$ cat src/rtl/pwm_ramp_pkg.sv
// pwm_ramp_pkg: state encoding and default widths shared by the duty ramp sequencer.
package pwm_ramp_pkg;
   typedef enum logic [1:0] {IDLE, RAMP_UP, RAMP_DOWN, HOLD} state_e;
   localparam int DUTY_W_DEF = 10;
   localparam int DIV_W_DEF  = 32;
   localparam int CNT_W_DEF  = 16;
endpackage

$ cat src/rtl/pwm_ramp_prescaler.sv
// pwm_ramp_prescaler: counts 0..div while running and flags the terminal count as a ramp tick.
module pwm_ramp_prescaler
   import pwm_ramp_pkg::*;
#(
   parameter int DIV_W = DIV_W_DEF
) (
   input  logic             clk,
   input  logic             rst,
   input  logic             clr,
   input  logic             run,
   input  logic [DIV_W-1:0] div,
   output logic             tick
);
   logic [DIV_W-1:0] cnt_q, cnt_d;
   assign tick = run && cnt_q == div;
   always_comb cnt_d = (clr || !run || tick) ? '0 : cnt_q + 1'b1;
   always_ff @(posedge clk or posedge rst)
      if (rst) cnt_q <= '0;
      else     cnt_q <= cnt_d;
endmodule

$ cat src/rtl/pwm_duty_ramp.sv
// pwm_duty_ramp: ramps a PWM duty toward a captured target, either fading once and holding
// or breathing continuously between the target and 0.
module pwm_duty_ramp
   import pwm_ramp_pkg::*;
#(
   parameter int DUTY_W = DUTY_W_DEF,
   parameter int DIV_W  = DIV_W_DEF,
   parameter int CNT_W  = CNT_W_DEF
) (
   input  logic              clk,
   input  logic              rst,
   input  logic              en,
   input  logic              start,
   input  logic              mode,
   input  logic [DUTY_W-1:0] target_duty,
   input  logic [DUTY_W-1:0] step_size,
   input  logic [DIV_W-1:0]  step_div,
   output logic [DUTY_W-1:0] duty_cycle,
   output logic              pwm_en,
   output logic              busy,
   output logic              done,
   output logic [CNT_W-1:0]  breath_cnt
);
   state_e              state_q, state_d;
   logic [DUTY_W-1:0]   duty_q, duty_d, tgt_q, tgt_d, step_q, step_d;
   logic [DIV_W-1:0]    div_q, div_d;
   logic                mode_q, mode_d, done_q, done_d;
   logic [CNT_W-1:0]    breath_q, breath_d;
   logic                tick, run;
   logic [DUTY_W:0]     sum;
   logic signed [DUTY_W:0] diff;
   logic [DUTY_W-1:0]   floor_v, up_v, dn_v;

   assign run = state_q == RAMP_UP || state_q == RAMP_DOWN;

   pwm_ramp_prescaler #(.DIV_W(DIV_W)) u_presc (
      .clk (clk),
      .rst (rst),
      .clr (!en || start),
      .run (run),
      .div (div_q),
      .tick(tick)
   );

   // One extra bit on both sides so the step saturates instead of wrapping.
   assign sum     = {1'b0, duty_q} + {1'b0, step_q};
   assign diff    = $signed({1'b0, duty_q}) - $signed({1'b0, step_q});
   assign floor_v = mode_q ? '0 : tgt_q;
   assign up_v    = sum >= {1'b0, tgt_q} ? tgt_q : sum[DUTY_W-1:0];
   assign dn_v    = diff <= $signed({1'b0, floor_v}) ? floor_v : diff[DUTY_W-1:0];

   always_ff @(posedge clk or posedge rst)
      if (rst) begin
         state_q  <= IDLE;
         duty_q   <= '0;
         tgt_q    <= '0;
         step_q   <= '0;
         div_q    <= '0;
         mode_q   <= 1'b0;
         done_q   <= 1'b0;
         breath_q <= '0;
      end else begin
         state_q  <= state_d;
         duty_q   <= duty_d;
         tgt_q    <= tgt_d;
         step_q   <= step_d;
         div_q    <= div_d;
         mode_q   <= mode_d;
         done_q   <= done_d;
         breath_q <= breath_d;
      end

   always_comb begin
      state_d  = state_q;
      duty_d   = duty_q;
      tgt_d    = tgt_q;
      step_d   = step_q;
      div_d    = div_q;
      mode_d   = mode_q;
      done_d   = 1'b0;
      breath_d = breath_q;
      if (!en) begin
         state_d = IDLE;
         duty_d  = '0;
      end else if (start) begin
         tgt_d   = target_duty;
         step_d  = step_size | DUTY_W'(step_size == '0);
         div_d   = step_div;
         mode_d  = mode;
         state_d = target_duty > duty_q ? RAMP_UP : (target_duty < duty_q || mode) ? RAMP_DOWN : HOLD;
         done_d  = target_duty == duty_q && !mode;
      end else if (tick && state_q == RAMP_UP) begin
         duty_d = up_v;
         if (up_v == tgt_q) begin
            state_d = mode_q ? RAMP_DOWN : HOLD;
            done_d  = !mode_q;
         end
      end else if (tick && state_q == RAMP_DOWN) begin
         duty_d = dn_v;
         if (dn_v == floor_v) begin
            state_d  = !mode_q ? HOLD : tgt_q == '0 ? RAMP_DOWN : RAMP_UP;
            done_d   = !mode_q;
            breath_d = mode_q ? breath_q + 1'b1 : breath_q;
         end
      end
   end

   always_comb begin
      duty_cycle = duty_q;
      pwm_en     = state_q != IDLE;
      busy       = run;
      done       = done_q;
      breath_cnt = breath_q;
   end
endmodule

$ cat config.mk
export PLATFORM = sky130hd
export DESIGN_NAME = pwm_duty_ramp
export DESIGN_NICKNAME = d
export VERILOG_FILES = /design/src/rtl/pwm_ramp_pkg.sv /design/src/rtl/pwm_ramp_prescaler.sv /design/src/rtl/pwm_duty_ramp.sv
export SDC_FILE = /design/constraint.sdc
export NUM_CORES = 1
export LEC_CHECK = 0
export BUFFER_PORTS_ARGS = -buffer_cell sky130_fd_sc_hd__buf_2
export CORE_MARGIN = 5
export CORE_UTILIZATION = 50
export DETAILED_ROUTE_END_ITERATION = 6
export PLACE_DENSITY = 0.7
export SKIP_LAST_GASP = 1
export SYNTH_ARGS = -nofsm -noshare
export SYNTH_HDL_FRONTEND = slang
export SYNTH_HIERARCHICAL = 1
export SYNTH_SLANG_ARGS = --single-unit
$ cat constraint.sdc
create_clock -name clk -period 6.9 [get_ports clk]
set_input_delay 0 -clock clk [delete_from_list [all_inputs] [get_ports clk]]
set_output_delay 0 -clock clk [all_outputs]
set_load 0.02 [all_outputs]
==> results of run 1 <==
## flip-flops by register name (all words and copies together), names as in the netlist
name and count:
mode_q 1, div_q 32, done 1, breath_cnt 16, tgt_q 10, step_q 10
u_presc/cnt_q 32, state_q 2, duty_cycle 10
## layer usage
| metal | up-vias | part of all wire [%] | routed length (µm) |
|---|---|---|---|
| li1 | 3177 | - | - |
| met1 | 3244 | 42 | 8880 |
| met2 | 147 | 51 | 10900 |
| met3 | 39 | 3.5 | 737 |
| met4 | 0 | 3.5 | 736 |
| met5 | - | 0 | 0 |
## power groups by stage
stage                     sequential (mW)  clock [mW]  combinational [mW]
after floorplan                     0.757           0               0.371
after global placement              0.778           0               0.473
after detailed placement            0.779           0               0.475
after CTS                           0.769       0.899               0.505
after global routing                0.775       0.925               0.563
final                               0.769       0.885               0.509
## worst max-delay path by stage
stage,start,end,slack [ns],depth (start not counted)
final,duty_cycle[3],breath_cnt[1],2.41,15
after detailed placement,duty_cycle[0],breath_cnt[1],2.49,16
after CTS,duty_cycle[0],breath_cnt[1],2.46,16
after floorplan,duty_cycle[0],duty_cycle[6],3.10,17
after global placement,duty_cycle[0],breath_cnt[1],2.53,16
after global routing,duty_cycle[3],breath_cnt[1],2.11,15
## through the flow
stage	power [mW]	std cells	setup slack, ns
after floorplan	1.13	818	3.10
after global placement	1.25	1091	2.53
after detailed placement	1.25	1091	2.49
after CTS	2.17	1176	2.46
after global routing	2.26	1176	2.11
final	2.16	1176	2.41
## synthesized netlist by cell type, types with 6 or more instances
| library cell | instances | area share, % |
|---|---|---|
| sky130_fd_sc_hd__nand4_1 | 32 | 2.5 |
| sky130_fd_sc_hd__buf_2 | 8 | 0.50 |
| sky130_fd_sc_hd__o21ai_0 | 26 | 1.6 |
| sky130_fd_sc_hd__nand2_1 | 36 | 1.7 |
| sky130_fd_sc_hd__nor4_1 | 8 | 0.63 |
| sky130_fd_sc_hd__o211ai_1 | 6 | 0.56 |
| sky130_fd_sc_hd__nor2_1 | 63 | 3.0 |
| sky130_fd_sc_hd__xor2_1 | 43 | 4.7 |
| sky130_fd_sc_hd__nor3_1 | 19 | 1.2 |
| sky130_fd_sc_hd__clkbuf_1 | 15 | 0.70 |
| sky130_fd_sc_hd__xnor2_1 | 55 | 6.0 |
| sky130_fd_sc_hd__and2_1 | 6 | 0.47 |
| sky130_fd_sc_hd__ha_1 | 55 | 8.6 |
| sky130_fd_sc_hd__a21o_1 | 10 | 0.94 |
| sky130_fd_sc_hd__or3_1 | 8 | 0.63 |
| sky130_fd_sc_hd__a31oi_1 | 9 | 0.70 |
| sky130_fd_sc_hd__a21oi_1 | 38 | 2.4 |
| sky130_fd_sc_hd__dfrtp_1 | 114 | 36 |
| sky130_fd_sc_hd__nor2b_1 | 10 | 0.78 |
| sky130_fd_sc_hd__mux2_2 | 58 | 8.2 |
| sky130_fd_sc_hd__mux2i_1 | 6 | 0.75 |
| sky130_fd_sc_hd__inv_1 | 60 | 2.8 |
| sky130_fd_sc_hd__nand3_1 | 26 | 1.6 |
| sky130_fd_sc_hd__and3_1 | 9 | 0.70 |
| sky130_fd_sc_hd__a211oi_1 | 7 | 0.66 |
## logic make-up (layout without fill, tap and decap cells)
| kind of cell | Yosys count | count (layout) | share of synthesized area [%] |
|---|---|---|---|
| AND/OR/NAND/NOR | 251 | 251 | 17.0 |
| AO/OA/AOI/OAI | 135 | 135 | 12.1 |
| flip-flops | 114 | 114 | 35.7 |
| XOR/XNOR | 102 | 102 | 11.8 |
| buffers and inverters | 94 | 236 | 5.22 |
| multiplexers | 65 | 65 | 9.07 |
| adder cells (fa/ha/maj) | 57 | 57 | 9.12 |
## worst max-delay path, stage by stage (launching register included)
cell and delay (ns):
sky130_fd_sc_hd__dfrtp_1 0.42, sky130_fd_sc_hd__ha_1 0.49, sky130_fd_sc_hd__and2_1 0.26, sky130_fd_sc_hd__a221o_1 0.34, sky130_fd_sc_hd__o2111ai_2 0.32, sky130_fd_sc_hd__nand3b_1 0.12, sky130_fd_sc_hd__a21o_1 0.20, sky130_fd_sc_hd__xnor2_1 0.15
sky130_fd_sc_hd__ha_1 0.31, sky130_fd_sc_hd__nand3_1 0.11, sky130_fd_sc_hd__nor2b_1 0.15, sky130_fd_sc_hd__nor3_1 0.23, sky130_fd_sc_hd__o311ai_2 0.43, sky130_fd_sc_hd__nand4_1 0.30, sky130_fd_sc_hd__nand2_4 0.18, sky130_fd_sc_hd__mux2_1 0.34
## repair_timing
action / 4_1_cts / 5_1_grt
resized for setup: 0 / 0
hold endpoints to repair: 116 / 0
hold buffers: 55 / 0
## layout make-up
cell class	instances	area (µm²)
clock buffers	20	467
inverters	61	230
well taps	216	270
fillers	1340	6080
clock inverters	10	134
multi-input cells	610	4730
flip-flops and latches	114	2850
repair buffers	145	1010
==> impl_metrics.env, run 1 <==
export IMPL_detailedPlacementHpwl_um=15300
export IMPL_status="completed"
export IMPL_design_portCount=86
export IMPL_drive_above_1_share_pct=21.1
export IMPL_grt_pass1_vias=6708
export IMPL_power_share_clock_pct=40.9
export IMPL_worstSetupPathType="flip-flop to flip-flop"
export IMPL_maxSlewHeadroom_pct=15.9
export IMPL_cts_buffers=17
export IMPL_async_reset_ff_share_pct=100
export IMPL_grt_busiest_layer="met2"
export IMPL_layout_net_count=1063
export IMPL_setup_worst_path_start_class="flip-flop"
export IMPL_worstMarginPinSlew_ns=1.26
export IMPL_period_minus_slack_ns=4.49
export IMPL_worst_setup_hold_path_clk_slew_ns=0.05
export IMPL_finalSetupViolCount=0
export IMPL_internal_power_mw=1.54
export IMPL_utilization_pct=61.5
export IMPL_hold_path_class="input pin to flip-flop"
export IMPL_die_area_um2=18600
export IMPL_startpoint_of_the_most_critical_register_to_register_path="duty_cycle[3]"
export IMPL_grt_antenna_before_repair=0
export IMPL_net_switching_power_mw=0.622
export IMPL_static_leakage_power_nw=4.43
export IMPL_synth_ff_type="sky130_fd_sc_hd__dfrtp_1"
export IMPL_post_synth_inst_count=818
export IMPL_end_kind="flip-flop"
export IMPL_max_slew_violation_total_from_the_final_report=0
export IMPL_ant_nets=0
export IMPL_tot_gr_track_use_pct=23.6
export IMPL_post_route_period_util_pct=65.0
export IMPL_cts_repair_timing_setup_buffer_count=0
export IMPL_grt_first_pass_wirelength_um=34400
export IMPL_drv_cap=0
export IMPL_vias_cell=5.62
export IMPL_whs_path_depth=4
export IMPL_die_ht_um=136
export IMPL_clock_tree_from_tritoncts="done"
export IMPL_port_buffers=85
export IMPL_rsz0062_at_grt="false"
export IMPL_r2r_end="breath_cnt[1]"
export IMPL_worst_hold_startpoint="start"
export IMPL_number_of_warnings_issued_by_yosys=6
export IMPL_met2_usage_pct=41.6
export IMPL_final_hold_violation_count=0
export IMPL_worst_endpoint_required_ns=7.19
export IMPL_route_final_wire_length_um=21300
export IMPL_max_freq_mhz=223
export IMPL_power_sequential_fraction_pct=35.6
export IMPL_rr_worst_depth=15
export IMPL_synth_fp_nets=932
export IMPL_initial_utilization_pct=50.7
export IMPL_netlist_cell_type_count=78
export IMPL_rows=46
export IMPL_worstPathArrival_ns=4.78
export IMPL_area_growth_pct=21.4
export IMPL_chipWidth_um=136
export IMPL_hold_endpoint="state_q[1]"
export IMPL_power_density_nw_per_um2=223
export IMPL_detailedRoute_firstIterationViolations=451
export IMPL_most_common_layout_cells="sky130_fd_sc_hd__dfrtp_1, sky130_fd_sc_hd__buf_2, sky130_fd_sc_hd__nor2_1"
export IMPL_finClkSkew_ns=0.0131
export IMPL_num_antenna_cells=0
export IMPL_clock_insertion_delay_worst_skew_ns=0.41
export IMPL_gr_usage_met1_pct=28.4
export IMPL_comb_power_share_pct=23.5
export IMPL_drt_pass1_iterations=5
export IMPL_sw_frac_of_total_pct=28.8
export IMPL_postSynthAreaPerCell_um2=9.76
export IMPL_core_area_um2=15800
export IMPL_layout_commonest_cell="sky130_fd_sc_hd__dfrtp_1"
export IMPL_clock_sinks=114
export IMPL_cts_root_buffer_cell="sky130_fd_sc_hd__clkbuf_16"
export IMPL_synth_seq_area_share_pct=35.7
export IMPL_hold_ws_ns=0.0632
export IMPL_cts_root_to_sink_buffers=2
export IMPL_ff2ff_setup_slack_ns=2.41
export IMPL_final_area_um2=9690
export IMPL_synth_ff_latch_count=114
export IMPL_critPathMaxFanout=16
export IMPL_largest_net_degree_at_the_start_of_global_routing=58
export IMPL_edff_count_synth=0
export IMPL_synth_cell_area_um2=7990
export IMPL_grt_util_met3_pct=4.37
export IMPL_drc=0
export IMPL_dpl_instance_area_um2=8540
export IMPL_cts_htree_levels=4
export IMPL_finalSetupTns_ns=0
export IMPL_routedWlPerCell_um=18.1
export IMPL_grt_overflow_total=0
export IMPL_irDropWorstVdd_mv=0.183
export IMPL_routability_congestion_estimate_from_global_placement=0.924
export IMPL_dr_total_vias=6607
Power figures use the tool's default switching activity.
==> run 2: changes to the inputs <==
--- a/config.mk
+++ b/config.mk
@@ -9,7 +9,7 @@
 export CORE_MARGIN = 5
 export CORE_UTILIZATION = 50
 export DETAILED_ROUTE_END_ITERATION = 6
-export PLACE_DENSITY = 0.7
+export PLACE_DENSITY = 0.72
 export SKIP_LAST_GASP = 1
 export SYNTH_ARGS = -nofsm -noshare
 export SYNTH_HDL_FRONTEND = slang
==> constraint.sdc (replaced) <==
create_clock -name clk -period 3.94 [get_ports clk]
set_input_delay 0 -clock clk [delete_from_list [all_inputs] [get_ports clk]]
set_output_delay 0 -clock clk [all_outputs]
set_load 0.02 [all_outputs]
==> impl_metrics.env, run 2 (synthesized netlist as in run 1, its figures left out) <==
export IMPL_die_ht_um=136
export IMPL_dpl_instance_area_um2=8770
export IMPL_worst_setup_hold_path_clk_slew_ns=0.06
export IMPL_cts_root_to_sink_buffers=2
export IMPL_dr_total_vias=6867
export IMPL_worstPathArrival_ns=4.12
export IMPL_drt_pass1_iterations=7
export IMPL_power_density_nw_per_um2=390
export IMPL_drc=2
export IMPL_failing_checks="design-rule violations"
export IMPL_rows=46
export IMPL_grt_first_pass_wirelength_um=35800
export IMPL_finalSetupViolCount=0
export IMPL_detailedRoute_firstIterationViolations=439
export IMPL_max_slew_violation_total_from_the_final_report=0
export IMPL_final_area_um2=10300
export IMPL_maxSlewHeadroom_pct=42.4
export IMPL_irDropWorstVdd_mv=0.390
export IMPL_clock_insertion_delay_worst_skew_ns=0.42
export IMPL_chipWidth_um=136
export IMPL_area_growth_pct=28.4
export IMPL_end_kind="flip-flop"
export IMPL_design_portCount=86
export IMPL_tot_gr_track_use_pct=24.7
export IMPL_period_minus_slack_ns=3.77
export IMPL_setup_worst_path_start_class="flip-flop"
export IMPL_grt_pass1_vias=6919
export IMPL_largest_net_degree_at_the_start_of_global_routing=50
export IMPL_status="finished, violations left"
export IMPL_layout_commonest_cell="sky130_fd_sc_hd__dfrtp_1"
export IMPL_port_buffers=85
export IMPL_final_fill_count=1236
export IMPL_route_final_wire_length_um=22300
export IMPL_crit_chain="inv_1, ha_4, buf_12, a2111o_1, a31oi_4, mux2i_2, nand2_1, ha_1, nor2b_1, a2111oi_2, o211ai_1, buf_4, mux2_2, o221ai_1, o211a_1"
export IMPL_most_common_layout_cells="sky130_fd_sc_hd__dfrtp_1, sky130_fd_sc_hd__buf_2, sky130_fd_sc_hd__nor2_1"
export IMPL_final_worst_path_setup_slack_ns=0.168
export IMPL_cts_buffers=17
export IMPL_cts_htree_levels=4
export IMPL_final_hold_violation_count=0
export IMPL_ant_nets=0
export IMPL_static_leakage_power_nw=4.68
export IMPL_worstSetupPathType="flip-flop to flip-flop"
export IMPL_pre_cts_slack_ns=0.00719
export IMPL_drv_cap=0
export IMPL_routedWlPerCell_um=18.3
export IMPL_grt_antenna_before_repair=1
export IMPL_initial_utilization_pct=50.7
export IMPL_max_freq_mhz=265
export IMPL_critPathMaxFanout=19
export IMPL_ff2ff_setup_slack_ns=0.17
export IMPL_rsz0062_at_grt="true"
export IMPL_clock_tree_from_tritoncts="done"
export IMPL_grt_overflow_total=0
export IMPL_clock_sinks=114
export IMPL_drive_above_1_share_pct=27.5
export IMPL_critical_path_max_stage_delay_ns=0.46
export IMPL_core_area_um2=15800
export IMPL_worstMarginPinSlew_ns=0.865
export IMPL_post_route_period_util_pct=95.7
export IMPL_hold_path_class="input pin to flip-flop"
export IMPL_finClkSkew_ns=0.00982
export IMPL_detailedPlacementHpwl_um=15600
export IMPL_cts_root_buffer_cell="sky130_fd_sc_hd__clkbuf_16"
export IMPL_layout_net_count=1104
export IMPL_worst_endpoint_required_ns=4.29
export IMPL_worst_path_max_delay_cell="sky130_fd_sc_hd__a2111o_1"
export IMPL_routability_congestion_estimate_from_global_placement=0.995
export IMPL_num_antenna_cells=0
export IMPL_die_area_um2=18600
export IMPL_total_power_mw=4.00
export IMPL_hold_ws_ns=0.0376
export IMPL_vias_cell=5.63
[run 2: metal layers]
metal | up-vias | part of all wire [%] | track usage, %
met5 | - | 0.031 | 0
met1 | 3326 | 40 | 30.3
met3 | 49 | 5.2 | 5.00
li1 | 3263 | - | -
met2 | 227 | 51 | 42.2
met4 | 2 | 3.7 | 10.4
[run 2: power breakdown]
part,leakage [nW],internal [mW],switching (mW)
clock,0.298,1.07,0.599
combinational,2.91,0.468,0.531
sequential,1.47,1.25,0.0836
[run 2: layout make-up]
| class | instances | area [µm²] | share of cell area (%) |
|---|---|---|---|
| multi-input cells | 610 | 4920 | 48.0 |
| flip-flops and latches | 114 | 2850 | 27.8 |
| repair buffers | 186 | 1350 | 13.1 |
| clock buffers | 18 | 429 | 4.18 |
| well taps | 216 | 270 | 2.64 |
| inverters | 61 | 230 | 2.25 |
| clock inverters | 14 | 204 | 1.99 |
[run 2: path summary, 6_finish.rpt]
kind                                start               end  cells past startpoint
hold / removal                      start     duty_cycle[7]                      3
min in group asynchronous             rst  u_presc/cnt_q[3]                      4
setup / recovery                step_q[4]     duty_cycle[0]                     15
max in group asynchronous             rst          tgt_q[6]                      4
hold reg to reg            breath_cnt[15]    breath_cnt[15]                      1
setup reg to reg                step_q[4]     duty_cycle[0]                     15
[run 2: critical path: cells and delay by family (launching register included)]
kind            cells  cell delay [ns]
compound gates      6             1.51
mux                 2             0.55
flops               1             0.38
buf+inv             3             0.48
fa+ha+maj           2             0.51
simple gates        2             0.26
[run 2: through the flow]
| stage | utilization (%) | instances | setup TNS (ns) |
|---|---|---|---|
| 5_1_grt | 65.0 | 1219 | -0.0676 |
| 2_1_floorplan | - | 818 | 0 |
| 6_report | 65.0 | 1219 | 0 |
| 4_1_cts | 63.3 | 1209 | 0 |
| 3_5_place_dp | 55.6 | 1120 | 0 |
| 3_3_place_gp | 55.6 | 1120 | 0 |
[run 2: timing repair]
action                                  4_1_cts  5_1_grt
resized for setup                             1       37
endpoints found under the hold margin       144        0
pin swaps                                     1       24
setup buffers                                 2       10
endpoints found under the setup margin        3       29
hold buffers                                 55        0
